<file path="src/rtl/axil_pkg.sv">
// ---------------------------------------------------------------------------
// axil_pkg
// Shared types and helpers for the AXI4-Lite slave register file.
//   RESP_W     : width of the BRESP/RRESP fields
//   resp_e     : response codes the slave can return (OKAY, SLVERR)
//   addr2idx() : byte address -> word index (drops the byte-lane bits)
// ---------------------------------------------------------------------------
package axil_pkg;

    localparam int RESP_W = 2;

    typedef enum logic [RESP_W-1:0] {
        OKAY   = 2'b00,
        SLVERR = 2'b10
    } resp_e;

    // Unaligned low address bits are simply shifted away.
    function automatic int unsigned addr2idx(input int unsigned addr,
                                             input int unsigned word_shift);
        return addr >> word_shift;
    endfunction

endpackage

</file>
<file path="src/rtl/axil_wr_capture.sv">
// ---------------------------------------------------------------------------
// axil_wr_capture
// One-entry holding latches for the AXI4-Lite AW and W channels plus their
// registered ready outputs. AW and W are accepted independently; the parent
// pulses `commit` when it consumes both latches.
// Ports:
//   clk, rst_n          clock, asynchronous active-low reset
//   awaddr/awvalid      AW channel in;   awready out
//   wdata/wstrb/wvalid  W channel in;    wready out
//   commit              parent consumes both latches on this edge
//   bvalid_next         value bvalid will hold after this edge
//   aw_held/w_held      latch occupancy flags
//   aw_addr/w_data/w_strb latched payloads (valid only while held)
// ---------------------------------------------------------------------------
module axil_wr_capture #(
    parameter int DATA_WIDTH = 32,
    parameter int ADDR_WIDTH = 16,
    localparam int STRB_W    = DATA_WIDTH / 8
) (
    input  logic                  clk,
    input  logic                  rst_n,
    input  logic [ADDR_WIDTH-1:0] awaddr,
    input  logic                  awvalid,
    output logic                  awready,
    input  logic [DATA_WIDTH-1:0] wdata,
    input  logic [STRB_W-1:0]     wstrb,
    input  logic                  wvalid,
    output logic                  wready,
    input  logic                  commit,
    input  logic                  bvalid_next,
    output logic                  aw_held,
    output logic                  w_held,
    output logic [ADDR_WIDTH-1:0] aw_addr,
    output logic [DATA_WIDTH-1:0] w_data,
    output logic [STRB_W-1:0]     w_strb
);

    logic aw_hs;
    logic w_hs;
    logic aw_held_next;
    logic w_held_next;

    assign aw_hs = awvalid && awready;
    assign w_hs  = wvalid && wready;

    // A latch cannot fill on the commit edge (its ready is low while held),
    // so commit simply empties it.
    assign aw_held_next = commit ? 1'b0 : (aw_held || aw_hs);
    assign w_held_next  = commit ? 1'b0 : (w_held || w_hs);

    // Readies are registered from next-state values so they drop on the very
    // edge that fills a latch and never allow a second beat in.
    always_ff @(posedge clk or negedge rst_n) begin
        if (!rst_n) begin
            aw_held <= 1'b0;
            w_held  <= 1'b0;
            awready <= 1'b0;
            wready  <= 1'b0;
        end else begin
            aw_held <= aw_held_next;
            w_held  <= w_held_next;
            awready <= !aw_held_next && !bvalid_next;
            wready  <= !w_held_next && !bvalid_next;
        end
    end

    // Payloads are qualified by the held flags, so they need no reset.
    always_ff @(posedge clk) begin
        if (aw_hs) aw_addr <= awaddr;
        if (w_hs) begin
            w_data <= wdata;
            w_strb <= wstrb;
        end
    end

endmodule

</file>
<file path="src/rtl/axil_slave_regfile.sv">
// ---------------------------------------------------------------------------
// axil_slave_regfile
// AXI4-Lite slave exposing NUM_REGS word registers with byte-strobe writes.
// Out-of-range word indices return SLVERR; writes to them are dropped and
// reads return zero. One write and one read may be outstanding at a time.
// Ports:
//   clk, rst_n                    clock, asynchronous active-low reset
//   awaddr/awvalid/awready        write address channel
//   wdata/wstrb/wvalid/wready     write data channel
//   bresp/bvalid/bready           write response channel
//   araddr/arvalid/arready        read address channel
//   rdata/rresp/rvalid/rready     read data channel
// ---------------------------------------------------------------------------
module axil_slave_regfile
    import axil_pkg::*;
#(
    parameter int DATA_WIDTH = 32,
    parameter int ADDR_WIDTH = 16,
    parameter int NUM_REGS   = 16,
    localparam int STRB_W    = DATA_WIDTH / 8
) (
    input  logic                  clk,
    input  logic                  rst_n,
    input  logic [ADDR_WIDTH-1:0] awaddr,
    input  logic                  awvalid,
    output logic                  awready,
    input  logic [DATA_WIDTH-1:0] wdata,
    input  logic [STRB_W-1:0]     wstrb,
    input  logic                  wvalid,
    output logic                  wready,
    output logic [RESP_W-1:0]     bresp,
    output logic                  bvalid,
    input  logic                  bready,
    input  logic [ADDR_WIDTH-1:0] araddr,
    input  logic                  arvalid,
    output logic                  arready,
    output logic [DATA_WIDTH-1:0] rdata,
    output logic [RESP_W-1:0]     rresp,
    output logic                  rvalid,
    input  logic                  rready
);

    localparam int unsigned WORD_SHIFT = $clog2(STRB_W);
    localparam int unsigned NREG       = NUM_REGS;
    localparam int          IDX_W      = (NUM_REGS > 1) ? $clog2(NUM_REGS) : 1;

    logic [DATA_WIDTH-1:0] regs [NUM_REGS];

    logic                  aw_held;
    logic                  w_held;
    logic [ADDR_WIDTH-1:0] aw_addr;
    logic [DATA_WIDTH-1:0] w_data;
    logic [STRB_W-1:0]     w_strb;
    logic                  commit;
    logic                  bvalid_next;

    int unsigned           wr_idx;
    logic                  wr_ok;
    logic [IDX_W-1:0]      wr_slot;

    int unsigned           rd_idx;
    logic                  rd_ok;
    logic [IDX_W-1:0]      rd_slot;
    logic                  ar_hs;
    logic                  rvalid_next;

    axil_wr_capture #(
        .DATA_WIDTH (DATA_WIDTH),
        .ADDR_WIDTH (ADDR_WIDTH)
    ) u_wr_capture (
        .clk         (clk),
        .rst_n       (rst_n),
        .awaddr      (awaddr),
        .awvalid     (awvalid),
        .awready     (awready),
        .wdata       (wdata),
        .wstrb       (wstrb),
        .wvalid      (wvalid),
        .wready      (wready),
        .commit      (commit),
        .bvalid_next (bvalid_next),
        .aw_held     (aw_held),
        .w_held      (w_held),
        .aw_addr     (aw_addr),
        .w_data      (w_data),
        .w_strb      (w_strb)
    );

    // Write decode works on the latched address, read decode on the live one.
    assign wr_idx  = addr2idx(32'(aw_addr), WORD_SHIFT);
    assign wr_ok   = wr_idx < NREG;
    assign wr_slot = wr_idx[IDX_W-1:0];

    assign rd_idx  = addr2idx(32'(araddr), WORD_SHIFT);
    assign rd_ok   = rd_idx < NREG;
    assign rd_slot = rd_idx[IDX_W-1:0];

    assign commit      = aw_held && w_held && !bvalid;
    assign bvalid_next = commit || (bvalid && !bready);

    assign ar_hs       = arvalid && arready;
    assign rvalid_next = ar_hs || (rvalid && !rready);

    // Write path: sole writer of the register array.
    always_ff @(posedge clk or negedge rst_n) begin
        if (!rst_n) begin
            for (int i = 0; i < NUM_REGS; i++) regs[i] <= '0;
            bvalid <= 1'b0;
            bresp  <= OKAY;
        end else if (commit) begin
            bvalid <= 1'b1;
            bresp  <= wr_ok ? OKAY : SLVERR;
            if (wr_ok) begin
                for (int b = 0; b < STRB_W; b++) begin
                    if (w_strb[b]) regs[wr_slot][8*b +: 8] <= w_data[8*b +: 8];
                end
            end
        end else if (bvalid && bready) begin
            bvalid <= 1'b0;
        end
    end

    // Read path: samples the array before any same-edge write lands.
    always_ff @(posedge clk or negedge rst_n) begin
        if (!rst_n) begin
            arready <= 1'b0;
            rvalid  <= 1'b0;
            rdata   <= '0;
            rresp   <= OKAY;
        end else begin
            arready <= !rvalid_next;
            if (ar_hs) begin
                rvalid <= 1'b1;
                rdata  <= rd_ok ? regs[rd_slot] : '0;
                rresp  <= rd_ok ? OKAY : SLVERR;
            end else if (rvalid && rready) begin
                rvalid <= 1'b0;
            end
        end
    end

endmodule

</file>
<file path="config.mk">
export PLATFORM = sky130hd
export DESIGN_NAME = axil_slave_regfile
export DESIGN_NICKNAME = d
export VERILOG_FILES = /design/src/rtl/axil_pkg.sv /design/src/rtl/axil_wr_capture.sv /design/src/rtl/axil_slave_regfile.sv
export SDC_FILE = /design/constraint.sdc
export NUM_CORES = 1
export LEC_CHECK = 0
export CORE_ASPECT_RATIO = 1.4
export CORE_MARGIN = 2
export CORE_UTILIZATION = 55
export CTS_CLUSTER_DIAMETER = 80
export DETAILED_ROUTE_END_ITERATION = 7
export PLACE_DENSITY_LB_ADDON = 0.3
export SETUP_SLACK_MARGIN = 0.3
export SLEW_MARGIN = 25
export SYNTH_ARGS = -nofsm -noshare
export SYNTH_HDL_FRONTEND = slang
export SYNTH_SLANG_ARGS = --single-unit
</file>
<file path="constraint.sdc">
create_clock -name clk -period 2.3 [get_ports clk]
set_input_delay 0.46 -clock clk [delete_from_list [all_inputs] [get_ports clk]]
set_output_delay 0.46 -clock clk [all_outputs]
set_load 0.01 [all_outputs]
</file>
=== Word level (Yosys, flattened, before mapping) ===
Cells that the tools add are included.

* Shifts and indexed selects: 0
* Bitwise gates (word level): 2
* Divide/modulo/power cells: 0
* Reductions and logical operators: 26
* Equal/unequal tests: 0
* $lt $le $gt $ge: 5
* $mul: 0
* Add/sub/neg operators: 0
* Mux-type cells: 34

{| class="wikitable"
|+ Operators with widths
! kind !! number
|-
| $mux W512 || 10
|-
| $bwmux W512 || 4
|-
| $demux W32 S4 || 4
|-
| $bmux W32 S4 || 1
|-
| $mux W32 || 4
|-
| $lt A14 B5 Y1 const B || 2
|-
| $mux W24 || 1
|-
| $mux W16 || 1
|-
| $logic_and A1 B1 Y1 || 12
|-
| $ge A5 B5 Y1 const B || 2
|-
| $not A4 Y5 || 2
|-
| $mux W8 || 1
|-
| $logic_not A1 Y1 || 7
|-
| $mux W1 || 6
|-
| $lt A5 B1 Y1 const B || 1
|-
| $logic_or A1 B1 Y1 || 4
|-
| $mux W2 || 2
|-
| $reduce_bool A2 Y1 || 2
|-
| $reduce_and A2 Y1 || 1
|}

* Output and inout bits: 41
* Memory bits (writable): 0
* ROM bits: 0
* Bits of input ports: 75
* Word-level logic and storage cells: 96
* Bits in latches: 0
* Register bits: 607
* Memories: 0

=== Depth between registers and ports, before layout ===
Gate-level depths: netlist of run 1.

* Depth in word-level cells: 19
* Mapped depth: 7
* Mapped depth without buffers: 4

=== Cells and area by module ===
A second synthesis of run 1 with hierarchy kept.

* Cell total of the unflattened synthesis: 1931
* Area total of the unflattened synthesis: 26929.6 um2

{| class="wikitable"
|+ Modules (own cells, without submodules)
! module !! instances !! cells each !! seq. area each (um2) !! area an instance (um2)
|-
| axil_slave_regfile || 1 || 1866 || 13738.2 || 25211.7
|-
| axil_wr_capture || 1 || 65 || 1661.6 || 1717.9
|}

=== Least setup slack after synthesis of run 1 ===
No wires, ideal clock.

* Kind: reg-to-reg
* From: register u_wr_capture.aw_addr[14]
* To: register regs[392] (netlist name)
* Clock period less this slack: 2134 ps
* Stages on the path, launching flop included: 7
* Buffers on the path: 2
* Required time: 2175 ps
* Library setup time: 125 ps
* Slack: 166 ps
* Arrival time: 2009 ps
* Path through: edfxtp_1 -> nor4_4 -> or3b_1 -> buf_6 -> buf_8 -> nor2_8 -> mux2_2

* Longest elaborated chain between the ends: 2

{| class="wikitable"
|+ RTL lines
! element !! RTL line !! text
|-
| start, declared || axil_wr_capture.sv:33 || <nowiki>output logic [ADDR_WIDTH-1:0] aw_addr,</nowiki>
|-
| start signal, assigned || axil_wr_capture.sv:69 || <nowiki>if (aw_hs) aw_addr <= awaddr;</nowiki>
|-
| $lt A14 B5 Y1 || axil_slave_regfile.sv:91 || <nowiki>assign wr_ok = wr_idx < NREG;</nowiki>
|-
| $reduce_and A2 Y1 (no source line) || - ||
|-
| end signal, assigned by index || axil_slave_regfile.sv:115 || <nowiki>if (w_strb[b]) regs[wr_slot][8*b +: 8] <= w_data[8*b +: 8];</nowiki>
|-
| end, declared || axil_slave_regfile.sv:47 || <nowiki>logic [DATA_WIDTH-1:0] regs [NUM_REGS];</nowiki>
|}

Every way passes these cells.
A chain may end at the register's enable or synchronous reset.

=== Final worst setup path of run 1 ===
* From: register u_wr_capture.aw_addr[11]
* To: register regs[104] (netlist name)

Same word-level chain as after synthesis.

==> metrics, run 1 <==
CTS root buf clkbuf_16; Die Y about 270 um; Final min period 2.25 ns; Critical Path Source u_wr_capture.aw_addr[11]; total power draw 22.4 mW; Critical Path Start Type flop; GRT overflow 0; crit share post-route a little over nine tenths; Critical Path End regs[104]; Seq/Total Area, Yosys 56.9%; Fill cells 3134; I/O Pins ~120; total wire length 68900 um; RSZ-0062 raised after global routing yes; HPWL after detailed placement 41100 um; Util after Layout 70.3%; worst-case clock buffer depth 3; Final WS setup roughly 0.045 ns; synthesized area between 20000 and 30000 um2; Synth Instances 1927; Synth Area in Simple Gates 7.25%; Max Freq 443 MHz; Final #Nets 2199; number of global-route vias before repair 18400; Final Setup Violations 0; Worst VDD drop 565 uV; antenna-violating nets left 0; largest net degree at the start of global routing 93; top cell type's share of synthesized area 51.3%; Vias 16900; main combinational cell family by area after synthesis multiplexers; crit path max fanout 8; core area roughly 49000 um2; Yosys top cell by area dfrtp_1; Post-route DRC 0; Initial Util 55.3%; r2r startpoint u_wr_capture.aw_addr[11]; Distinct cells, synth 40; hold crit path type input port to asynchronous set/reset pin; CTS tree built; r2r endpoint regs[104]; post-synthesis mux area share 30.9%; Synth Area in Compound Gates 3.06%; Worst Clk Skew ~0.022 ns; Max-cap violations 0; Final GP Congestion 0.784; Layout area overhead 27.1%; cts bufs inserted 56; Cell Pwr Density 653 nW/um2; htree depth 2; Seq cells post-synth between 600 and 700; max-slew violations 0; Setup CP Type flop to flop; Mapped Avg Cell Area 14.0 um2; final-report hold violation count 0; Sink Count 603; CTS clock-pin slew for the worst setup and hold paths 0.07 ns; status finished clean; Adder-Cell Fraction of Synth Area 0%; drt first pass iters 5; Worst Path Required about 2.8 ns; WP data arrival 2.74 ns; Synth Area in XOR/XNOR 0%; row cnt 96; drt wl/cell 24.5 um; overall global routing resource usage 26.9%; Port Buffers 109; Critical Path End Type flop; leakage power 16.5 nW; worst slew pin tran 0.709 ns; initial antenna violation count 0; worst r2r path cells 8; first-pass GRT wire length 106000 um; Reg2Reg Setup Slack 0.05 ns; pre-CTS setup slack -0.0835 ns; largest cells by area after synthesis dfrtp_1 51%, mux2_2 21%, mux2i_1 9.5%; Vias/cell approximately 6; Clk Latency, worst-skew pair 0.60 ns; share of layout cells above drive strength 1 38.0%; Worst slew margin between 50% and 60%; diode count 0; die area around 51000 um2; yosys warns 0; violation count after the first detailed-route iteration 966; Die W approximately 190 um
[cells in the mapped netlist, drive strengths merged]
master / n
mux2i: 256
and2: 3
edfxtp: 50
mux2: 512
nand3b: 2
nand3: 2
nor3: 35
and4b: 4
nor2b: 2
o22ai: 64
clkbuf: 71
dfrtp: 553
o31ai: 32
o21a: 1
o21ai: 33
nand2b: 2
nor4: 36
and2b: 1
buf: 41
or2: 2
a31oi: 1
or3b: 1
nand4: 17
inv: 2
conb: 1
a21oi: 1
nand2: 35
nor2: 167
[power breakdown]
part | total, mW | internal, mW | switching [mW]
Sequential | 11.5 | 11.0 | 0.509
Clock | 9.36 | 5.38 | 3.98
Combinational | 1.52 | 0.591 | 0.928
Total | 22.4 | 17.0 | 5.42
[routing by layer]
metal | part of all wire (%) | global-route usage, % | up-vias
met3 | 3.9 | 3.12 | 141
met4 | 3.3 | 9.96 | 0
met1 | 41 | 34.7 | 8952
li1 | - | - | 7402
met2 | 52 | 46.8 | 396
met5 | 0 | 0 | -
[worst max-delay path, cell delays in order, from the launching register on]
cell       delay (ns)
edfxtp_1         0.41
nor4_4           0.38
buf_4            0.19
buf_6            0.10
nand3_2          0.15
clkbuf_16        0.26
nor2_4           0.14
buf_12           0.14
mux2_2           0.36
[registers in the layout (all words and copies together), names as in the netlist, 4 cells and up]
signal	flops
u_wr_capture.aw_addr	14
rdata	32
u_wr_capture.w_data	32
u_wr_capture.w_strb	4
regs	512
[cells by family (layout without fill, tap and decap cells)]
group / Yosys count / in the layout
AND/OR/NAND/NOR: 309 / 309
buffers and inverters: 114 / 356
flip-flops: 603 / 603
other: 1 / 2
multiplexers: 768 / 768
AO/OA/AOI/OAI: 132 / 132
[stage by stage]
step                setup TNS, ns  hold WS, ns  instance area, um2  std cells
global placement           -0.636        0.427               30200       2674
finish                          0        0.406               34300       2807
floorplan                       0        0.164               27100       1928
global route               -0.489        0.388               34300       2807
CTS                             0        0.385               33500       2797
detailed placement          -2.60        0.425               30200       2674
[how the worst min path moves through the flow]
stage,to,slack [ns],cells after the start
floorplan,arready,0.16,0
global placement,regs[424],0.43,1
detailed placement,regs[356],0.43,1
CTS,u_wr_capture.aw_addr[9],0.39,1
global route,u_wr_capture.aw_addr[15],0.39,1
finish,regs[356],0.41,2
[cells in the final DEF, fill, tap and decap left out, drive strengths merged]
| master | count |
|---|---|
| nand4 | 17 |
| dlygate4sd2 | 1 |
| a31oi | 1 |
| nand3 | 2 |
| and4b | 4 |
| nor2 | 167 |
| and2b | 1 |
| and2 | 3 |
| clkinvlp | 2 |
| mux2 | 512 |
| o21a | 1 |
| bufinv | 3 |
| mux2i | 256 |
| dlygate4sd3 | 1 |
| or2 | 2 |
| dfrtp | 553 |
| inv | 3 |
| buf | 141 |
| or3b | 1 |
| o21ai | 33 |
| o22ai | 64 |
| o31ai | 32 |
| nand2 | 35 |
| clkdlybuf4s50 | 81 |
| nand3b | 2 |
| conb | 2 |
| clkinv | 11 |
| nor2b | 2 |
| nor3 | 35 |
| nand2b | 2 |
| clkbuf | 89 |
| nor4 | 36 |
| dlymetal6s2s | 24 |
| a21oi | 1 |
| edfxtp | 50 |
[repair_timing]
action	CTS	global route
setup buffers	16	8
pin swaps	37	31
gates cloned	2	2
gates resized for setup	285	179
hold buffers	1	0
setup endpoints to repair	529	536
endpoints found under the hold margin	35	0
[final cells by class]
type                            count  area (um2)  share of cell area, %
Clock inverter                     17         178                  0.518
Sequential cell                   603       15300                   44.8
Tap cell                          637         797                   2.33
Clock buffer                       87        1690                   4.93
Multi-Input combinational cell   1211       12900                   37.5
Timing Repair Buffer              250        3400                   9.93
Inverter                            2        7.51                 0.0219
No activity file was read; power rests on OpenSTA's default activity.
==> inputs of run 2 (changes only) <==
Settings changed: CTS_CLUSTER_SIZE from default to 25.
==> run 2 against run 1 <==
Register-to-register slack hardly changed; global-route usage is 0.95 points lower; maximum frequency is 0.42% higher; sequential power hardly changed; worst hold slack worse by 0.026 ns; clock power is 39% lower; first-iteration DRC count is 0.72% lower; sequential cell count stayed put; sequential share of layout area is 2.6 points higher; worst setup slack better by 0.0094 ns; wire length is 4.6% lower.
==> metrics, run 2 (same netlist as run 1, synthesis figures left out) <==
Crit path max-delay family simple AND/OR/NAND/NOR gates (was buffers and inverters); Die Y 266 um (unchanged); Reg2Reg Setup Slack 0.05 ns (about the same); I/O Pins 116 (unchanged); Crit path buffers/inverters 4 (unchanged); Initial Util 55.3% (unchanged); Final Setup Violations 0 (unchanged); Placed Cells 2674 (unchanged); Port Buffers 109 (unchanged); CTS root buf clkbuf_16 (unchanged); first-pass GRT wire length 102000 um (was 106000 um); worst-case clock buffer depth 3 (unchanged); Top reg by flops regs (unchanged); Fill cells 3456 (was 3134); violation count after the first detailed-route iteration 959 (was 966); commonest non-fill, non-tap cell in the layout dfrtp_1 (unchanged); Critical Path End Type flop (unchanged); drt first pass iters 7 (was 5); Top Registers regs (512), rdata (32), u_wr_capture.w_data (32) (unchanged); r2r startpoint u_wr_capture.aw_addr[11] (unchanged); Cell Pwr Density 576 nW/um2 (was 653 nW/um2); crit share post-route 97.6% (was 98.0%); Setup CP Type flop to flop (unchanged); CTS tree built (unchanged); Sum Neg Setup Slack 0 ns (unchanged); max-slew violations 0 (unchanged); status finished clean (unchanged); Worst slew margin 56.1% (was 52.7%); Die W 191 um (unchanged); number of global-route vias before repair 17700 (was 18400); CTS clock-pin slew for the worst setup and hold paths 0.10 ns (was 0.07 ns); initial antenna violation count 0 (unchanged); pre-CTS setup slack -0.0835 ns (unchanged); Layout Cells excl Fill 2743 (was 2807); row cnt 96 (unchanged); cts bufs inserted 28 (was 56); worst r2r path cells 8 (unchanged); die area 50800 um2 (unchanged); Vias 16500 (was 16900); Final WS setup 0.0544 ns (was 0.0450 ns); met1 usage 33.5% (was 34.7%); max reg flops 512 (unchanged); total wire length 65700 um (was 68900 um); share of layout cells above drive strength 1 36.4% (was 38.0%); Vias/cell 6.00 (was 6.02); Cell Chain, Critical Path nor4_4 -> buf_4 -> buf_6 -> nand3b_1 -> buf_12 -> nor2_2 -> buf_12 -> mux2_2 (was nor4_4 -> buf_4 -> buf_6 -> nand3_2 -> clkbuf_16 -> nor2_4 -> buf_12 -> mux2_2); r2r endpoint regs[348] (was regs[104]); Final #Nets 2164 (was 2199); GRT busiest layer met2 (unchanged); crit path max fanout 16 (was 8); highest-count cells in the layout ignoring fill and taps 553 x dfrtp_1, 258 x mux2_2, 256 x mux2i_1 (was 552 x dfrtp_1, 395 x mux2_4, 256 x mux2i_1); Critical Path Start Type flop (unchanged); Worst path slowest cell edfxtp_1 (unchanged); final-report hold violation count 0 (unchanged); drt wl/cell 24.0 um (was 24.5 um); core area 48800 um2 (unchanged); Final min period 2.25 ns (about the same); RSZ-0062 raised after global routing yes (unchanged); Layout area overhead 20.1% (was 27.1%); overall global routing resource usage 26.0% (was 26.9%); diode count 0 (unchanged); Util after Layout 66.4% (was 70.3%); Clk Latency, worst-skew pair 0.61 ns (was 0.60 ns); HPWL after detailed placement 41100 um (unchanged); M3 GR Usage 2.34% (was 3.12%); Sink Count 603 (unchanged); Final GP Congestion 0.784 (unchanged); Worst Path Required 2.79 ns (was 2.78 ns); Worst VDD drop 589 uV (was 565 uV); WP data arrival 2.74 ns (about the same); leakage power 15.4 nW (was 16.5 nW); most used cell along the critical path buf_12; Max-cap violations 0 (unchanged); worst slew pin tran 0.658 ns (was 0.709 ns); CP max stage delay 0.42 ns (was 0.41 ns); Max Freq 445 MHz (was 443 MHz); htree depth 1 (was 2); Worst Clk Skew 0.0218 ns (was 0.0221 ns); antenna-violating nets left 0 (unchanged); GRT overflow 0 (unchanged); Post-route DRC 0 (unchanged); Critical Path Source u_wr_capture.aw_addr[11] (unchanged); GR Util met2 46.5% (was 46.8%); largest net degree at the start of global routing 93 (unchanged); hold crit path type input port to asynchronous set/reset pin (unchanged)
## run 2: worst reg2reg max path: cells and delay by family, from the launching register on
family | cells | cell delay (ns)
and+or+nand+nor | 3 | 0.72
muxes | 1 | 0.35
buffers and inverters | 4 | 0.67
DFF | 1 | 0.42
## run 2: timing repair
item | CTS | global route
hold endpoints to repair | 35 | 0
setup buffers | 16 | 3
endpoints found under the setup margin | 544 | 549
gates cloned | 1 | 1
hold buffers | 1 | 0
resized for setup | 186 | 80
pin swaps | 32 | 21
## run 2: where the power goes
group	leakage, nW	internal, mW	total [mW]	switching (mW)
sequential	8.17	11.0	11.5	0.489
combinational	6.79	0.582	1.51	0.924
clock	0.390	2.38	5.69	3.31
total	15.4	13.9	18.6	4.73
## run 2: per-layer routing
layer	part of all wire (%)	up-vias
met5	0	-
met4	2.7	0
met3	3.0	94
met2	52	298
met1	42	8753
li1	-	7307
## run 2: layout make-up
class / instances / area [um2] / share of cell area [%]
sequential: 603 / 15300 / 47.4
multi-input combinational: 1211 / 12300 / 37.8
timing repair buffer: 243 / 3180 / 9.81
tap: 637 / 797 / 2.46
clock buffer: 44 / 782 / 2.41
clock inverter: 3 / 26.3 / 0.0811
inverter: 2 / 7.51 / 0.0232
## run 2: metrics by stage
step	power [mW]	instance area, um2	hold WS [ns]
finish	18.6	32400	0.380
global route	19.3	32400	0.380
CTS	18.7	32000	0.376
detailed placement	13.1	30200	0.425
global placement	13.0	30200	0.427
floorplan	12.1	27100	0.164
## run 2: how the worst max path moves through the flow
stage                 to  slack [ns]  cells past startpoint
2_1_floorplan    regs[0]        0.19                      5
3_5_place_dp   regs[485]       -0.08                      6
6_report       regs[348]        0.05                      8
3_3_place_gp   regs[483]       -0.03                      6
5_1_grt        regs[174]        0.04                      8
4_1_cts        regs[130]        0.07                      8
==> RTL change: new RTL, settings of run 1 <==
Make the reset (`rst_n`) synchronous in 3 clocked blocks. Comments in the files are not updated.
--- a/src/rtl/axil_wr_capture.sv
+++ b/src/rtl/axil_wr_capture.sv
@@ -50,7 +50,7 @@
 
     // Readies are registered from next-state values so they drop on the very
     // edge that fills a latch and never allow a second beat in.
-    always_ff @(posedge clk or negedge rst_n) begin
+    always_ff @(posedge clk) begin
         if (!rst_n) begin
             aw_held <= 1'b0;
             w_held  <= 1'b0;
--- a/src/rtl/axil_slave_regfile.sv
+++ b/src/rtl/axil_slave_regfile.sv
@@ -102,7 +102,7 @@
     assign rvalid_next = ar_hs || (rvalid && !rready);
 
     // Write path: sole writer of the register array.
-    always_ff @(posedge clk or negedge rst_n) begin
+    always_ff @(posedge clk) begin
         if (!rst_n) begin
             for (int i = 0; i < NUM_REGS; i++) regs[i] <= '0;
             bvalid <= 1'b0;
@@ -121,7 +121,7 @@
     end
 
     // Read path: samples the array before any same-edge write lands.
-    always_ff @(posedge clk or negedge rst_n) begin
+    always_ff @(posedge clk) begin
         if (!rst_n) begin
             arready <= 1'b0;
             rvalid  <= 1'b0;
Check against the original RTL: not settled (the Yosys comparison gave no result); the edit may change what the design does.
==> RTL change against run 1 <==
- sequential cell count unchanged
- global-route usage fell by 2.3 points
- count of clock-buffer cells in the layout is 15 lower
- core utilization down 1.2 points
- routed wire length down 8.3%
- critical path depth unchanged
- worst hold slack worse by 0.11 ns
- final area shrank 2.9%
- worst setup slack improved by 0.063 ns
- non-clock buffer count up 26
- synthesized area decreased by 0.19%
- power grew 4.1%
- maximum frequency up 2.9%
- critical path type unchanged
- largest cell class unchanged
- largest power group unchanged
==> RTL change: results <==
group,metric,value,unit
logic_synthesis,async_reset_ff_share,0,%
place,post-place-ws,-0.196,ns
logic_synthesis,yosys_warnings,0,
drt,vias_per_cell,5.79,
finish,reg.largest.list,"regs x512, rdata x32, u_wr_capture.w_data x32",
sta,fin_skew,0.0203,ns
grt,grt_max_degree,65,
grt,grt_pass1_vias,15400,
drt,wl,63200,um
clock_tree,clkTransAtPathRegs,0.06,ns
logic_synthesis,synth_edf_count,562,
worst_setup_path,crit_fanout,8,
clock_tree,cts_buffers,55,
pwr,ir_worst_vdd,0.567,mV
drt,first_iter_violations,1233,
worst_setup_path,critical_path_arrival,2.48,ns
grt,antenna_found_initial,1,
drt,detailedRoute.firstPassIterationCount,5,
logic_synthesis,synth_commonest_cells,"edfxtp_1 (562), and2_1 (515), mux4_2 (128), nand2b_1 (66), mux2i_1 (64)",
grt,grt_pass1_wl,91900,um
status,status,"completed",
worst_setup_path,cp_slowest_cell,"edfxtp_1",
clock_tree,clock-root-buffer,"clkbuf_16",
pwr,p_leak,13.2,nW
worst_hold_path,min_path_type,"in -> reg",
sta,maxSlewHeadroom,54.2,%
clock_tree,cts_buffer_depth,3,
worst_setup_path,path_delay_family,"simple AND/OR/NAND/NOR gates",
place,placement.cell_area,30100,sq um
finish,drive_gt1_share,32.4,%
clock_tree,cts_htree_levels,2,
clock_tree,clk_latency,0.60,ns
logic_synthesis,yosysUniqueCellTypes,34,
grt,grtUsageTotal,24.6,%
logic_synthesis,ys_seq_area_share,65.8,%
sta,finalSetupViolCount,0,
place,dpl.hpwl,40700,um
place,io_buffers,109,
place,place_congestion,0.797,
worst_setup_path,slowest_delay,0.41,ns
finish,nets,1991,
logic_synthesis,synth.top_cells.by_area,"edfxtp_1 (63%), and2_1 (12%), mux4_2 (11%)",
sta,final-hold-violation-count,0,
RTL change: changes by cell type in the layout (fill, tap and decap cells not counted), sizes merged, moves of 33 or more:
cell / run 1 / this run
edfxtp: 50 / 562
o22ai: 64 / 0
mux2: 512 / 32
mux2i: 256 / 64
nor2: 167 / 7
dfrtp: 553 / 0
and2: 3 / 515
mux4: 0 / 128
dfxtp: 0 / 41
nand2b: 2 / 66
nor4: 36 / 3
RTL change: final cells by class:
class | count | area [sq um]
sequential | 603 | 17700
fill | 3061 | 14900
multi-input combinational | 979 | 9840
timing repair buffer | 276 | 3120
clock buffer | 72 | 1500
tap | 630 | 788
clock inverter | 29 | 315
inverter | 1 | 3.75
antenna | 1 | 2.50
RTL change: report_power, final:
group          internal (mW)  switching, mW  total, mW
clock network           5.37           3.95       9.32
logic                  0.690          0.721       1.41
registers               12.3          0.236       12.6
total                   18.4           4.91       23.3
RTL change: cells by family after synthesis:
| group | synth area share (%) |
|---|---|
| simple gates | 17.3 |
| flops | 65.8 |
| mux | 14.4 |
| buf+inv | 1.72 |
| compound gates | 0.763 |
| other cells | 0.0139 |
RTL change: worst paths after layout:
kind,start,end,slack [ns],cells past startpoint
setup reg to reg,u_wr_capture.aw_addr[10],regs[5][27],0.11,8
hold / removal,rst_n,regs[6][18],0.30,2
setup / recovery,u_wr_capture.aw_addr[10],regs[5][27],0.11,8
hold reg to reg,rdata[15],rdata[15],0.44,2
RTL change: what timing repair did:
action / 4_1_cts / 5_1_grt
gates cloned: 4 / 5
setup buffers: 13 / 15
resized for setup: 61 / 184
pin swaps: 15 / 21
setup endpoints to repair: 785 / 986
RTL change: per-layer routing:
layer,vias up,track usage (%),routed length [um]
li1,6720,-,-
met3,144,3.60,3590
met4,0,9.68,2480
met1,7604,30.0,22900
met5,-,0,0
met2,523,44.1,34300
RTL change: per-stage QoR:
step / utilization (%) / TNS [ns] / total power, mW / std cells
final: 69.1 / 0 / 23.3 / 2591
after CTS: 67.4 / 0 / 23.4 / 2570
after floorplan: - / 0 / 13.5 / 1688
after global routing: 69.1 / 0 / 23.9 / 2591
after detailed placement: 62.6 / -4.67 / 14.2 / 2452
after global placement: 62.6 / -5.50 / 14.1 / 2452
